**src/rtl/phase_mon_pkg.sv**
```systemverilog
// Shared types and helpers for the phase convergence monitor.
// Record layout: {inject, preempt, timeout, lat[7:0]}.
package phase_mon_pkg;

  typedef enum logic [1:0] {
    IDLE  = 2'd0,
    TRACK = 2'd1,
    DONE  = 2'd2
  } state_t;

  localparam int REC_W   = 11;
  localparam int LAT_LSB = 0;
  localparam int TO_BIT  = 8;
  localparam int PRE_BIT = 9;
  localparam int INJ_BIT = 10;

  // Shortest distance between two phases on the 256-step circle.
  function automatic logic [7:0] circ_dist8(
    input logic [7:0] a,
    input logic [7:0] b
  );
    logic [7:0] d;
    logic [7:0] e;
    d = a - b;
    e = b - a;
    return (d < e) ? d : e;
  endfunction

endpackage

```
**src/rtl/convergence_tracker_if.sv**
```systemverilog
// History FIFO read port: pop request plus show-ahead head record.
// master is the reader, slave is the tracker.
interface convergence_tracker_if;
  import phase_mon_pkg::*;

  logic             hist_rd;
  logic [REC_W-1:0] hist_data;
  logic             hist_empty;
  logic             hist_full;

  modport master (
    output hist_rd,
    input  hist_data,
    input  hist_empty,
    input  hist_full
  );

  modport slave (
    input  hist_rd,
    output hist_data,
    output hist_empty,
    output hist_full
  );

endinterface

```
**src/rtl/latency_hist_fifo.sv**
```systemverilog
// Show-ahead history FIFO; a push into a full FIFO is dropped
// unless a pop frees the slot on the same clock.
module latency_hist_fifo #(
  parameter int DEPTH = 8,
  parameter int W     = 11
) (
  input  logic         clk,
  input  logic         rst_n,
  input  logic         push,
  input  logic [W-1:0] din,
  input  logic         pop,
  output logic [W-1:0] dout,
  output logic         empty,
  output logic         full,
  output logic         overflow
);

  localparam int AW = $clog2(DEPTH);
  localparam logic [AW:0] ONE = 1;

  logic [W-1:0] mem [DEPTH];
  logic [AW:0]  wp;
  logic [AW:0]  rp;
  logic         do_pop;
  logic         do_push;

  assign empty   = (wp == rp);
  assign full    = (wp[AW] != rp[AW]) &&
                   (wp[AW-1:0] == rp[AW-1:0]);
  assign do_pop  = pop && !empty;
  assign do_push = push && (!full || do_pop);
  assign dout    = mem[rp[AW-1:0]];

  // Storage, pointers and sticky drop flag.
  always_ff @(posedge clk or negedge rst_n) begin
    if (!rst_n) begin
      for (int i = 0; i < DEPTH; i++) mem[i] <= '0;
      wp       <= '0;
      rp       <= '0;
      overflow <= 1'b0;
    end else begin
      if (do_push) begin
        mem[wp[AW-1:0]] <= din;
        wp <= wp + ONE;
      end
      if (do_pop) rp <= rp + ONE;
      if (push && !do_push) overflow <= 1'b1;
    end
  end

endmodule

```
**src/rtl/convergence_tracker.sv**
```systemverilog
// Measures gamma cycles from a phase jump until the predictor
// error settles, logging one record per jump into a FIFO.
module convergence_tracker
  import phase_mon_pkg::*;
#(
  parameter logic [7:0] ERR_THRESH  = 8'd3,
  parameter logic [7:0] TRANS_DELTA = 8'd16,
  parameter logic [7:0] MIN_LAT     = 8'd2,
  parameter logic [7:0] HOLD_CYC    = 8'd1,
  parameter logic [7:0] MAX_CYC     = 8'd12,
  parameter int         HIST_DEPTH  = 8
) (
  input  logic       clk,
  input  logic       rst_n,
  input  logic       cycle_start,
  input  logic [7:0] actual_phase,
  input  logic       fired,
  input  logic [7:0] error_mag,
  input  logic       error_valid,
  input  logic       force_valid,
  output logic [1:0] state,
  output logic       lat_valid,
  output logic [7:0] latency,
  output logic [7:0] trans_count,
  convergence_tracker_if.slave hist,
  output logic       overflow
);

  state_t     st, st_n;
  logic [7:0] ph_q, err_q, prev_q;
  logic       ph_seen, err_seen, prev_vld;
  logic [7:0] cnt, cnt_n, hold, hold_n;
  logic [7:0] run_start, run_start_n;
  logic [7:0] lat, lat_n;
  logic       inj, inj_n, pend, pend_n;
  logic       rec_to, rec_to_n;
  logic       rec_pre, rec_pre_n;
  logic       rec_inj, rec_inj_n;
  logic       f_eff, e_eff, trans, in_thr;
  logic [7:0] p_eff, e_val, cnt_inc;

  // Same-clock samples at the boundary belong to the ending cycle.
  assign f_eff   = fired | ph_seen;
  assign p_eff   = fired ? actual_phase : ph_q;
  assign e_eff   = error_valid | err_seen;
  assign e_val   = error_valid ? error_mag : err_q;
  assign trans   = cycle_start && f_eff && prev_vld &&
                   (circ_dist8(p_eff, prev_q) > TRANS_DELTA);
  assign cnt_inc = (cnt == 8'hff) ? cnt : cnt + 8'd1;
  assign in_thr  = e_eff && (e_val <= ERR_THRESH) &&
                   (cnt_inc >= MIN_LAT);

  assign state     = st;
  assign lat_valid = (st == DONE);
  assign latency   = lat;

  // In-cycle samplers and phase reference.
  always_ff @(posedge clk or negedge rst_n) begin
    if (!rst_n) begin
      ph_q     <= '0;
      err_q    <= '0;
      ph_seen  <= 1'b0;
      err_seen <= 1'b0;
      prev_q   <= '0;
      prev_vld <= 1'b0;
    end else if (cycle_start) begin
      ph_q     <= '0;
      err_q    <= '0;
      ph_seen  <= 1'b0;
      err_seen <= 1'b0;
      if (f_eff) begin
        prev_q   <= p_eff;
        prev_vld <= 1'b1;
      end
    end else begin
      if (fired) begin
        ph_q    <= actual_phase;
        ph_seen <= 1'b1;
      end
      if (error_valid) begin
        err_q    <= error_mag;
        err_seen <= 1'b1;
      end
    end
  end

  // Saturating transition counter.
  always_ff @(posedge clk or negedge rst_n) begin
    if (!rst_n) trans_count <= '0;
    else if (trans && trans_count != 8'hff)
      trans_count <= trans_count + 8'd1;
  end

  // FSM and measurement registers.
  always_ff @(posedge clk or negedge rst_n) begin
    if (!rst_n) begin
      st        <= IDLE;
      cnt       <= '0;
      hold      <= '0;
      run_start <= '0;
      lat       <= '0;
      inj       <= 1'b0;
      pend      <= 1'b0;
      rec_to    <= 1'b0;
      rec_pre   <= 1'b0;
      rec_inj   <= 1'b0;
    end else begin
      st        <= st_n;
      cnt       <= cnt_n;
      hold      <= hold_n;
      run_start <= run_start_n;
      lat       <= lat_n;
      inj       <= inj_n;
      pend      <= pend_n;
      rec_to    <= rec_to_n;
      rec_pre   <= rec_pre_n;
      rec_inj   <= rec_inj_n;
    end
  end

  // Next-state and measurement update.
  always_comb begin
    st_n        = st;
    cnt_n       = cnt;
    hold_n      = hold;
    run_start_n = run_start;
    lat_n       = lat;
    inj_n       = inj;
    pend_n      = pend;
    rec_to_n    = rec_to;
    rec_pre_n   = rec_pre;
    rec_inj_n   = rec_inj;
    unique case (st)
      IDLE: begin
        if (trans) begin
          st_n   = TRACK;
          cnt_n  = '0;
          hold_n = '0;
          inj_n  = 1'b0;
        end
      end
      TRACK: begin
        if (force_valid) inj_n = 1'b1;
        if (cycle_start) begin
          cnt_n  = cnt_inc;
          hold_n = in_thr ? hold + 8'd1 : 8'd0;
          if (in_thr && hold == 8'd0) run_start_n = cnt_inc;
          rec_inj_n = inj | force_valid;
          if (trans) begin
            st_n      = DONE;
            lat_n     = cnt_inc;
            rec_to_n  = 1'b0;
            rec_pre_n = 1'b1;
            pend_n    = 1'b1;
            cnt_n     = '0;
            hold_n    = '0;
            inj_n     = 1'b0;
          end else if (hold_n == HOLD_CYC) begin
            st_n      = DONE;
            lat_n     = run_start_n;
            rec_to_n  = 1'b0;
            rec_pre_n = 1'b0;
          end else if (cnt_inc == MAX_CYC) begin
            st_n      = DONE;
            lat_n     = MAX_CYC;
            rec_to_n  = 1'b1;
            rec_pre_n = 1'b0;
          end
        end
      end
      DONE: begin
        st_n   = pend ? TRACK : IDLE;
        pend_n = 1'b0;
        if (trans) begin
          st_n   = TRACK;
          cnt_n  = '0;
          hold_n = '0;
          inj_n  = 1'b0;
        end
      end
      default: st_n = IDLE;
    endcase
  end

  latency_hist_fifo #(
    .DEPTH (HIST_DEPTH),
    .W     (REC_W)
  ) u_fifo (
    .clk      (clk),
    .rst_n    (rst_n),
    .push     (st == DONE),
    .din      ({rec_inj, rec_pre, rec_to, lat}),
    .pop      (hist.hist_rd),
    .dout     (hist.hist_data),
    .empty    (hist.hist_empty),
    .full     (hist.hist_full),
    .overflow (overflow)
  );

endmodule

```
**src/flat_wrapper.sv**
```systemverilog
// flat-port wrapper written by rule: the top's interface ports become plain ports
module convergence_tracker_flat import phase_mon_pkg::*;
#(
  parameter logic [7:0] ERR_THRESH  = 8'd3,
  parameter logic [7:0] TRANS_DELTA = 8'd16,
  parameter logic [7:0] MIN_LAT     = 8'd2,
  parameter logic [7:0] HOLD_CYC    = 8'd1,
  parameter logic [7:0] MAX_CYC     = 8'd12,
  parameter int         HIST_DEPTH  = 8
)
  (clk, rst_n, cycle_start, actual_phase, fired, error_mag, error_valid, force_valid, state, lat_valid, latency, trans_count, overflow, hist_hist_rd, hist_hist_data, hist_hist_empty, hist_hist_full);
  convergence_tracker_if hist_i ();
  input  logic clk;
  input  logic rst_n;
  input  logic cycle_start;
  input  logic [7:0] actual_phase;
  input  logic fired;
  input  logic [7:0] error_mag;
  input  logic error_valid;
  input  logic force_valid;
  output logic [1:0] state;
  output logic lat_valid;
  output logic [7:0] latency;
  output logic [7:0] trans_count;
  output logic overflow;
  input wire logic [$bits(hist_i.hist_rd)-1:0] hist_hist_rd;
  output wire logic [$bits(hist_i.hist_data)-1:0] hist_hist_data;
  output wire logic [$bits(hist_i.hist_empty)-1:0] hist_hist_empty;
  output wire logic [$bits(hist_i.hist_full)-1:0] hist_hist_full;
  assign hist_i.hist_rd = hist_hist_rd;
  assign hist_hist_data = hist_i.hist_data;
  assign hist_hist_empty = hist_i.hist_empty;
  assign hist_hist_full = hist_i.hist_full;
  convergence_tracker #(.ERR_THRESH(ERR_THRESH), .TRANS_DELTA(TRANS_DELTA), .MIN_LAT(MIN_LAT), .HOLD_CYC(HOLD_CYC), .MAX_CYC(MAX_CYC), .HIST_DEPTH(HIST_DEPTH)) u_core (.clk(clk), .rst_n(rst_n), .cycle_start(cycle_start), .actual_phase(actual_phase), .fired(fired), .error_mag(error_mag), .error_valid(error_valid), .force_valid(force_valid), .state(state), .lat_valid(lat_valid), .latency(latency), .trans_count(trans_count), .hist(hist_i), .overflow(overflow));
endmodule
```
**config.mk**
```make
export PLATFORM = sky130hd
export DESIGN_NAME = convergence_tracker_flat
export DESIGN_NICKNAME = d
export VERILOG_FILES = /design/src/rtl/phase_mon_pkg.sv /design/src/rtl/convergence_tracker_if.sv /design/src/rtl/latency_hist_fifo.sv /design/src/rtl/convergence_tracker.sv /design/src/flat_wrapper.sv
export SDC_FILE = /design/constraint.sdc
export NUM_CORES = 1
export LEC_CHECK = 0
export ABC_AREA = 1
export CAP_MARGIN = 5
export CORE_MARGIN = 8
export CORE_UTILIZATION = 50
export CTS_CLUSTER_SIZE = 12
export DETAILED_ROUTE_END_ITERATION = 6
export HOLD_SLACK_MARGIN = 0.15
export PLACE_DENSITY = 0.69
export SLEW_MARGIN = 30
export SYNTH_ARGS = -nofsm -noshare
export SYNTH_HDL_FRONTEND = slang
export SYNTH_SLANG_ARGS = --single-unit
```
**constraint.sdc**
```tcl
create_clock -name clk -period 4 [get_ports clk]
set_input_delay 0.8 -clock clk [delete_from_list [all_inputs] [get_ports clk]]
set_output_delay 0.8 -clock clk [all_outputs]
set_load 0.02 [all_outputs]
```
Word level (Yosys, flattened, before mapping) --
Cells that the tools add are included.
Storage, ports and cells: logic and storage cells 142, register bits after elaboration 171, bits of input ports 23, output and inout port bits 33
Operators by class: bitwise logic cells 5, reductions and logical operators 31, equal/unequal tests 14, multiplexer cells 50, $lt $le $gt $ge 7, $add $sub $neg 7
Operators by type and width (count):
- 2-to-1 mux 8 bit | 16
- bitwise mux 88 bit | 1
- binary-select mux 11 bit (select 3 bit) | 1
- demux 11 bit (select 3 bit) | 1
- 2-to-1 mux 11 bit | 3
- one-hot mux 8 bit (2 select lines) | 2
- adder 8 x 1 -> 8 bit (second input constant) | 3
- 2-to-1 mux 1 bit | 17
- subtractor 8 bit | 2
- logical AND 1 bit | 12
- 2-to-1 mux 2 bit | 6
- AND reduction 3 bit | 4
- adder 4 x 1 -> 4 bit (second input constant) | 2
- == test 8 x 1 -> 1 bit (second input constant) | 1
- == test 8 x 4 -> 1 bit (second input constant) | 1
- == test 8 bit (second input constant) | 1
- >= comparator 4 bit (second input constant) | 2
- >= comparator 8 x 2 -> 1 bit (second input constant) | 1
- > comparator 8 x 5 -> 1 bit (second input constant) | 1
- less-or-equal comparator 8 x 2 -> 1 bit (second input constant) | 1
- logical NOT 8 bit | 1
- less-than comparator 8 bit | 1
- inequality test 8 bit (second input constant) | 1
- NOT 3 -> 4 bit | 2
- 19 further kinds | 31

Longest topological paths before layout --
Gate-level depths: netlist of the first run.
word-level depth 10, depth in mapped cells 27, gate-level depth less buffers 27

Cells and area by module --
A second synthesis of the first run with hierarchy kept.
Unflattened totals: cells, all modules 1293, area, all modules 9831.9 um^2
By module, submodules not included:
- latency_hist_fifo | times used 1, cells an instance 638, area an instance 5026.1 um^2, sequential area each 2427.3 um^2
- convergence_tracker | times used 1, cells an instance 655, area an instance 4805.9 um^2, sequential area each 1801.7 um^2

Least setup slack after synthesis of the first run --
OpenSTA, ideal clock, no wires.
kind input to register, start point input fired, end point register u_core.lat[0] (netlist: u_core.latency[0]), required time 3883 ps, slack -75 ps, data arrival time 3958 ps, stages 22, path buffers 3, library setup time 117 ps, path through buf_4 -> o21ai_0 -> inv_1 -> fa_1 -> nand3_1 -> or2_2 -> nand4_1 -> nand2_1 -> inv_1 -> ha_1 -> nand2_1 -> or2_2 -> nand3_1 -> inv_1 -> nand4_4 -> nand3_4 -> buf_8 -> buf_6 -> nand2_1 -> o21ai_0 -> nand2_1 -> nand2_1
Between the ends: longest elaborated chain between the ends 8, elaborated cells on any way between the ends 13, classes of those cells 2 x add/sub; 2 x order compare; 3 x mux; 1 x bitwise; 5 x reduce/logical
Ends and longest elaborated chain:
- start, declared | RTL line flat_wrapper.sv:17 | input logic fired;
- 2-to-1 mux 8 bit (*)
- named net u_core.p_eff[1] | RTL line convergence_tracker.sv:40 | logic [7:0] p_eff, e_val, cnt_inc;
- subtractor 8 bit (on tied branches) | RTL line phase_mon_pkg.sv:24, phase_mon_pkg.sv:25
- less-than comparator 8 bit | RTL line phase_mon_pkg.sv:26 | return (d < e) ? d : e;
- 2-to-1 mux 8 bit (*) | RTL line phase_mon_pkg.sv:26
- > comparator 8 x 5 -> 1 bit (*) | RTL line convergence_tracker.sv:48 | (circ_dist8(p_eff, prev_q) > TRANS_DELTA);
- logical AND 1 bit (*) | RTL line convergence_tracker.sv:47 | assign trans = cycle_start && f_eff && prev_vld &&
- nonzero test 3 bit (no line)
- AND reduction 3 bit (no line)
- end signal, assigned | RTL line convergence_tracker.sv:112 | lat <= lat_n;
- end, declared | RTL line convergence_tracker.sv:34 | logic [7:0] lat, lat_n;
Mark *: on every way through the listed nets, which the timed path passes. The rest lies on a longest branch. A chain may end at the register's enable or synchronous reset.

Worst setup path after layout of the first run --
start point input actual_phase[0], end point register u_core.trans_count[0]
Between the ends: longest elaborated chain between the ends 7, elaborated cells on any way between the ends 8, classes of those cells 2 x add/sub; 2 x order compare; 2 x mux; 2 x reduce/logical
Ends and longest elaborated chain:
- start, declared | RTL line flat_wrapper.sv:16 | input logic [7:0] actual_phase;
- 2-to-1 mux 8 bit (*)
- subtractor 8 bit (on tied branches) | RTL line phase_mon_pkg.sv:24, phase_mon_pkg.sv:25
- less-than comparator 8 bit | RTL line phase_mon_pkg.sv:26
- 2-to-1 mux 8 bit (*) | RTL line phase_mon_pkg.sv:26
- > comparator 8 x 5 -> 1 bit (*) | RTL line convergence_tracker.sv:48
- logical AND 1 bit (*) | RTL line convergence_tracker.sv:47
- logical AND 1 bit (*) | RTL line convergence_tracker.sv:90 | else if (trans && trans_count != 8'hff)
- end signal, assigned | RTL line convergence_tracker.sv:91 | trans_count <= trans_count + 8'd1;
- end, declared | RTL line convergence_tracker.sv:24 | output logic [7:0] trans_count,
Every way passes the cells marked *; elsewhere a longest branch is shown, timed or not.

==> impl_results.md, run 1 <==
* Status: finished, final reports clean
* H-tree Lvls at 4
* Fill cell count at 1547
* Avg WL per Cell at 14.62 µm
* Mapped Area at 0.008991 mm²
* Design Area, Final at 0.01089 mm²
* DIE WIDTH at 150.1 µm
* Vias in the first global route at 7345
* Final Cycle Share at 95.10%
* Dpl hpwl at 14790 µm
* DR vias at 7771
* CTS root buf: clkbuf_16
* Post-layout nets at 1293
* Synth top area cells: dfrtp_1 (47%), nand2_1 (13%), o21ai_0 (9.3%)
* Setup WS post-layout at 0.1958 ns
* GP Congestion at 0.8863
* Dominant synthesized flop cell: dfrtp_1
* # Max-Cap Violations at 0
* GRT Overall Usage at 19.97%
* Layout cell share with drive strength beyond 1 at 12.91%
* 1st-iter DRT viols at 699
* Critical Path Sink Type: flop
* Most frequent cells in the layout: nand2_1 (301), dfrtp_1 (169), o21ai_0 (159)
* Flops & latches, synth at 169
* Clk_lat worst skew at 0.43 ns
* Area leader, netlist: dfrtp_1
* EDFF count, synth at 0
* Wl on met1 at 10190 µm
* WL met2 at 10540 µm
* Power Total at 7.192 mW
* Die Ht at 150.1 µm
* Placed inst area at 0.01003 mm²
* Worst-case clock buffer depth at 2
* CTS tree: yes
* Synth async-reset ratio at 100.0%
* Register area at 0.004229 mm²
* Synth Warn # at 0
* Antenna diode instance count at 0
* Leak at 5.259 nW
* TritonCTS Sinks at 169
* Least-Margin Pin Slew at 0.7721 ns
* # DRC at 0
* Worst Reg-to-Reg Cells at 20
* DR top layer: met4
* Crit path launch type: input port
* Seq/Total Area, Yosys at 47.04%
* Min Hold Slack at 0.4276 ns
* First-pass GRT wire length at 36380 µm
* Core area at 0.01778 mm²
* Commonest non-fill, non-tap cell in the layout: nand2_1
* Drt total wl at 21690 µm
* Buffers on Ports at 53
* Power per standard cell area at 660.6 mW/mm²
* Antenna Nets Post-Route at 0
* DIE AREA at 0.02253 mm²
* CP Data Required Time at 4.31 ns
* Area of the multi-input gates at 0.004195 mm²
* Site Rows at 49
* Register clock-pin slew on the reported worst setup and hold paths at 0.07 ns
* Reg2Reg Capture Point: u_core.trans_count[0]
* WS Path Type: in -> reg
* Syn nets at 1200
* 1st-pass router iterations at 5
* Netlist cell types at 43
* Drt via density at 5.237
* Setup violators final at 0
* IO Pins at 56
* Initial core utilization at 50.57%
* Arrival time of the worst setup path at 4.11 ns
* Post-cts hold buffer count at 0
* Max Clk Rate at 0.2629 GHz
* CTS Buf Count at 17
* Worst slew margin at 48.53%
* Cells after Synth at 1149
* Worst slack at placement at -0.6211 ns
* Largest net degree at the start of global routing at 81
* Total gr overflow at 0
* Max IR drop VDD at 0.0005485 V
* Max-slew violations at 0
* Yosys top cell area share at 47.04%
* Syn-to-layout area delta at 21.10%
* Worst r2r src: u_core.ph_q[0]
* Hold Path Class: in -> async
* Syn avg cell area at 7.825 µm²
* Initial antenna violation count at 0
* Post-layout min period at 3.804 ns
* Worst reg2reg setup slack at 0.80 ns
* Max Clock Skew at 0.01331 ns
* DR WL met3 at 683 µm
* Critical Path Fanout Max at 6
* Hold Violations, Final at 0
## repair_timing
action,in CTS,in global routing
setup endpoints to repair,37,38
gates resized for setup,26,19
buffers inserted,2,1
pin swaps,6,5
gates cloned,0,1
## registers in the layout (all words and copies together), names as in the netlist
| name | count |
|---|---|
| u_core.run_start | 8 |
| u_core.u_fifo.rp | 4 |
| u_core.prev_q | 8 |
| u_core.rec_inj | 1 |
| u_core.err_seen | 1 |
| u_core.trans_count | 8 |
| u_core.u_fifo.mem | 88 |
| u_core.u_fifo.wp | 4 |
| u_core.ph_q | 8 |
| u_core.err_q | 6 |
| u_core.u_fifo.overflow | 1 |
| u_core.state | 2 |
| u_core.latency | 8 |
| u_core.prev_vld | 1 |
| u_core.pend | 1 |
| u_core.hold | 8 |
| u_core.rec_to | 1 |
| u_core.ph_seen | 1 |
| u_core.inj | 1 |
| u_core.cnt | 8 |
| u_core.rec_pre | 1 |
## area by class of cell
cell class,instances,share of cell area (%)
Timing Repair Buffer,121,9.733
Sequential cell,169,38.84
Multi-Input combinational cell,817,38.53
Inverter,115,4.011
Clock inverter,13,2.114
Timing Repair inverter,1,0.06895
Clock buffer,19,4.068
Tap cell,229,2.632
## cell families (layout without fill, tap and decap cells)
group | count (synthesis) | in the layout | share of synthesized area (%)
AND/OR/NAND/NOR | 539 | 539 | 25.52
AO/OA/AOI/OAI | 232 | 232 | 13.86
flip-flops | 169 | 169 | 47.04
buffers and inverters | 163 | 269 | 7.723
adder cells (fa/ha/maj) | 28 | 28 | 4.063
XOR/XNOR | 15 | 15 | 1.461
multiplexers | 3 | 3 | 0.3340
## per-layer routing
layer  vias up  GRT usage (%)
met3        24          3.907
met1      3659          26.49
li1       3939              -
met4         0          4.548
met5         -              0
met2       149          33.22
## critical path, stage by stage
cell,delay (ns)
clkdlybuf4s50_1,0.39
or2_2,0.30
o21ai_2,0.09
ha_1,0.17
inv_1,0.06
fa_2,0.36
nand3_2,0.08
or2_2,0.11
nand4_1,0.08
nand2_1,0.09
inv_1,0.05
ha_1,0.27
nand2_1,0.06
or2_2,0.30
nand3_2,0.09
inv_1,0.07
nand4_4,0.11
nand3_4,0.15
inv_4,0.13
nand2_4,0.08
buf_4,0.15
xor2_1,0.13
## power breakdown
group	switching (mW)	internal (mW)
sequential	0.299	2.08
clock	0.720	1.15
combinational	1.77	1.18
total	2.79	4.40
## how the worst max path moves through the flow
stage | start | endpoint | cells past startpoint
2_1_floorplan | fired | u_core.latency[0] | 23
3_3_place_gp | fired | u_core.cnt[0] | 22
3_5_place_dp | fired | u_core.cnt[4] | 22
4_1_cts | fired | u_core.trans_count[0] | 25
5_1_grt | actual_phase[2] | u_core.latency[2] | 27
6_report | actual_phase[0] | u_core.trans_count[0] | 22
## stage by stage
stage / TNS, ns / util [%] / instances
finish: 0 / 61.24 / 1484
CTS: 0 / 60.77 / 1482
global route: -0.1451 / 61.24 / 1484
floorplan: 0 / - / 1149
global placement: -19.52 / 56.44 / 1448
detailed placement: -21.31 / 56.44 / 1448
## synthesized netlist by cell type, types with 15 or more instances
master / number
dfrtp_1: 169
clkbuf_1: 18
nand4_1: 26
a21oi_1: 18
nand2_1: 305
o21ai_0: 167
buf_2: 15
nor2_1: 121
ha_1: 26
nand3_1: 46
inv_1: 113
o22ai_1: 22
No activity file was read; power rests on OpenSTA's default activity.
==> run 2: changes to the inputs <==
- REMOVE_ABC_BUFFERS: default -> 1
==> impl_results.md, run 2 (synthesis results as in run 1) <==
* First-pass GRT wire length at 36670 µm (+0.80%)
* Max Clock Skew at 0.01204 ns (-0.001271 ns)
* Site Rows at 49 (unchanged)
* Status: finished, final reports clean
* Psw at 2.813 mW (+0.88%)
* Worst slew margin at 46.09% (-2.4 points)
* Leak at 5.233 nW (-0.50%)
* 1st-iter DRT viols at 551 (-21%)
* Register clock-pin slew on the reported worst setup and hold paths at 0.07 ns (about the same)
* DR vias at 7791 (+0.26%)
* CP Data Required Time at 4.37 ns (+0.06 ns)
* Drt total wl at 21890 µm (+0.90%)
* Clock power frac at 23.3% (-2.7 points)
* Largest Register: u_core.u_fifo.mem
* Sw Ratio at 40.29% (+1.5 points)
* Critical-path cell list: clkdlybuf4s50_1 -> or2_4 -> o21ai_4 -> ha_2 -> inv_2 -> fa_2 -> nand3_2 -> or2_2 -> nand4_1 -> nand2_2 -> inv_1 -> ha_1 -> nand2_1 -> or2_2 -> nand3_2 -> inv_2 -> nand4_4 -> nand3_4 -> buf_8 -> nand2_4 -> nand2_1 -> nand2_1 -> nand3_1 -> nand2_1
* Post-layout nets at 1295 (+0.15%)
* # DRC at 0 (unchanged)
* Core area at 0.01778 mm² (unchanged)
* WS Path Type: in -> reg
* Max IR drop VDD at 0.0004312 V (-21%)
* Post-layout min period at 3.840 ns (+0.03558 ns)
* Worst-case clock buffer depth at 2 (unchanged)
* Die Ht at 150.1 µm (unchanged)
* IO Pins at 56 (unchanged)
* Commonest non-fill, non-tap cell in the layout: nand2_1
* Layout cell share with drive strength beyond 1 at 13.44% (+0.54 points)
* Antenna diode instance count at 0 (unchanged)
* Power share of the sequential group at 33.7% (+0.7 points)
* Crit path launch type: input port
* Critical Path Fanout Max at 7 (+1)
* DIE AREA at 0.02253 mm² (unchanged)
* TritonCTS Sinks at 169 (unchanged)
* Largest register FFs at 88 (unchanged)
* Most frequent cells in the layout: nand2_1 (298), dfrtp_1 (169), o21ai_0 (157)
* Power per standard cell area at 641.5 mW/mm² (-2.9%)
* Arrival time of the worst setup path at 4.21 ns (+0.10 ns)
* Least-Margin Pin Slew at 0.8086 ns (+0.03656 ns)
* Buffers on Ports at 53 (unchanged)
* Syn-to-layout area delta at 21.07% (about the same)
* DP Cell Count at 1445 (-0.21%)
* Internal Power at 4.170 mW (-5.3%)
* Setup violators final at 0 (unchanged)
* CTS Buf Count at 17 (unchanged)
* Post-route insts no fill at 1486 (+0.13%)
* Avg WL per Cell at 14.73 µm (+0.77%)
* Dpl hpwl at 14290 µm (-3.4%)
* Hold Violations, Final at 0 (unchanged)
* Max-slew violations at 0 (unchanged)
* GP Congestion at 0.8860 (about the same)
* Final Cycle Share at 95.99% (+0.89 points)
* DIE WIDTH at 150.1 µm (unchanged)
* Combinational Power Share at 43.0% (+2.0 points)
* Slowest cell on crit path: clkdlybuf4s50_1
* Max Clk Rate at 0.2604 GHz (-0.93%)
* Vias in the first global route at 7456 (+1.5%)
* Drt via density at 5.243 (+0.12%)
* Power Total at 6.983 mW (-2.9%)
* # Max-Cap Violations at 0 (unchanged)
* Worst reg2reg setup slack at 0.68 ns (-0.12 ns)
* Worst path max stage delay at 0.39 ns (about the same)
* GRT Overall Usage at 20.19% (+0.22 points)
* Largest net degree at the start of global routing at 88 (+8.6%)
* Most numerous cell on the critical path: nand2_1
* Post-cts hold buffer count at 0 (unchanged)
* CTS tree: yes
* Hold Path Class: in -> async
* Critical Path Sink Type: flop
* Total gr overflow at 0 (unchanged)
* Initial antenna violation count at 0 (unchanged)
* H-tree Lvls at 4 (unchanged)
* CTS root buf: clkbuf_16
* Antenna Nets Post-Route at 0 (unchanged)
* Initial core utilization at 50.57% (unchanged)
* 1st-pass router iterations at 5 (unchanged)
* Clk_lat worst skew at 0.44 ns (about the same)
==> run 2: per-layer routing <==
| metal | wire [µm] | share of wire [%] | GRT usage, % |
|---|---|---|---|
| met1 | 9956 | 45 | 25.94 |
| met2 | 10850 | 50 | 34.39 |
| met3 | 721 | 3.3 | 2.855 |
| met4 | 357 | 1.6 | 6.897 |
| met5 | 0 | 0 | 0 |
==> run 2: through the flow <==
step	TNS (ns)	area (µm²)	hold WS, ns	util [%]	worst slack, ns
after floorplan	-1.480	8728	0.4229	-	-0.1375
after global placement	-20.24	10020	0.4337	56.38	-0.5965
after detailed placement	-22.38	10020	0.4381	56.38	-0.6573
after CTS	0	10800	0.4648	60.77	0.1394
after global routing	-0.06833	10890	0.4777	61.22	-0.02589
final	0	10890	0.4396	61.22	0.1602
==> run 2: power groups by stage <==
stage               combinational, mW  clock [mW]  sequential, mW
finish                           3.00        1.63            2.36
CTS                              2.97        1.65            2.35
global placement                 2.84           0            2.36
detailed placement               2.88           0            2.37
global route                     3.36        1.71            2.40
floorplan                        1.68           0            2.43
==> run 2: critical path: cells and delay by family <==
| family | cells | cell delay [ns] |
|---|---|---|
| AO/OA/AOI/OAI | 1 | 0.07 |
| buffers and inverters | 5 | 0.76 |
| adder cells (fa/ha/maj) | 3 | 0.82 |
| AND/OR/NAND/NOR | 15 | 1.73 |
==> run 2: cell type report <==
cell class | count | area, µm²
multi-input cells | 817 | 4242
repair buffers | 124 | 1112
flip-flops and latches | 169 | 4229
clock inverters | 13 | 136.4
inverters | 115 | 436.7
clock buffers | 19 | 442.9
well taps | 229 | 286.5
fillers | 1619 | 6894
==> run 2: what timing repair did <==
item,CTS,global route
cloned,1,0
endpoints found under the setup margin,37,38
pin swaps,7,11
resized for setup,39,19
buffers inserted,5,3
==> run 2: final timing paths <==
check | from | end | cells past startpoint
max | actual_phase[0] | u_core.latency[3] | 24
min | rst_n | u_core.prev_q[0] | 1
max reg2reg | u_core.ph_q[0] | u_core.latency[3] | 22
min reg2reg | u_core.prev_vld | u_core.prev_vld | 2
max in group asynchronous | rst_n | u_core.u_fifo.mem[27] | 2
min in group clk | u_core.prev_vld | u_core.prev_vld | 2
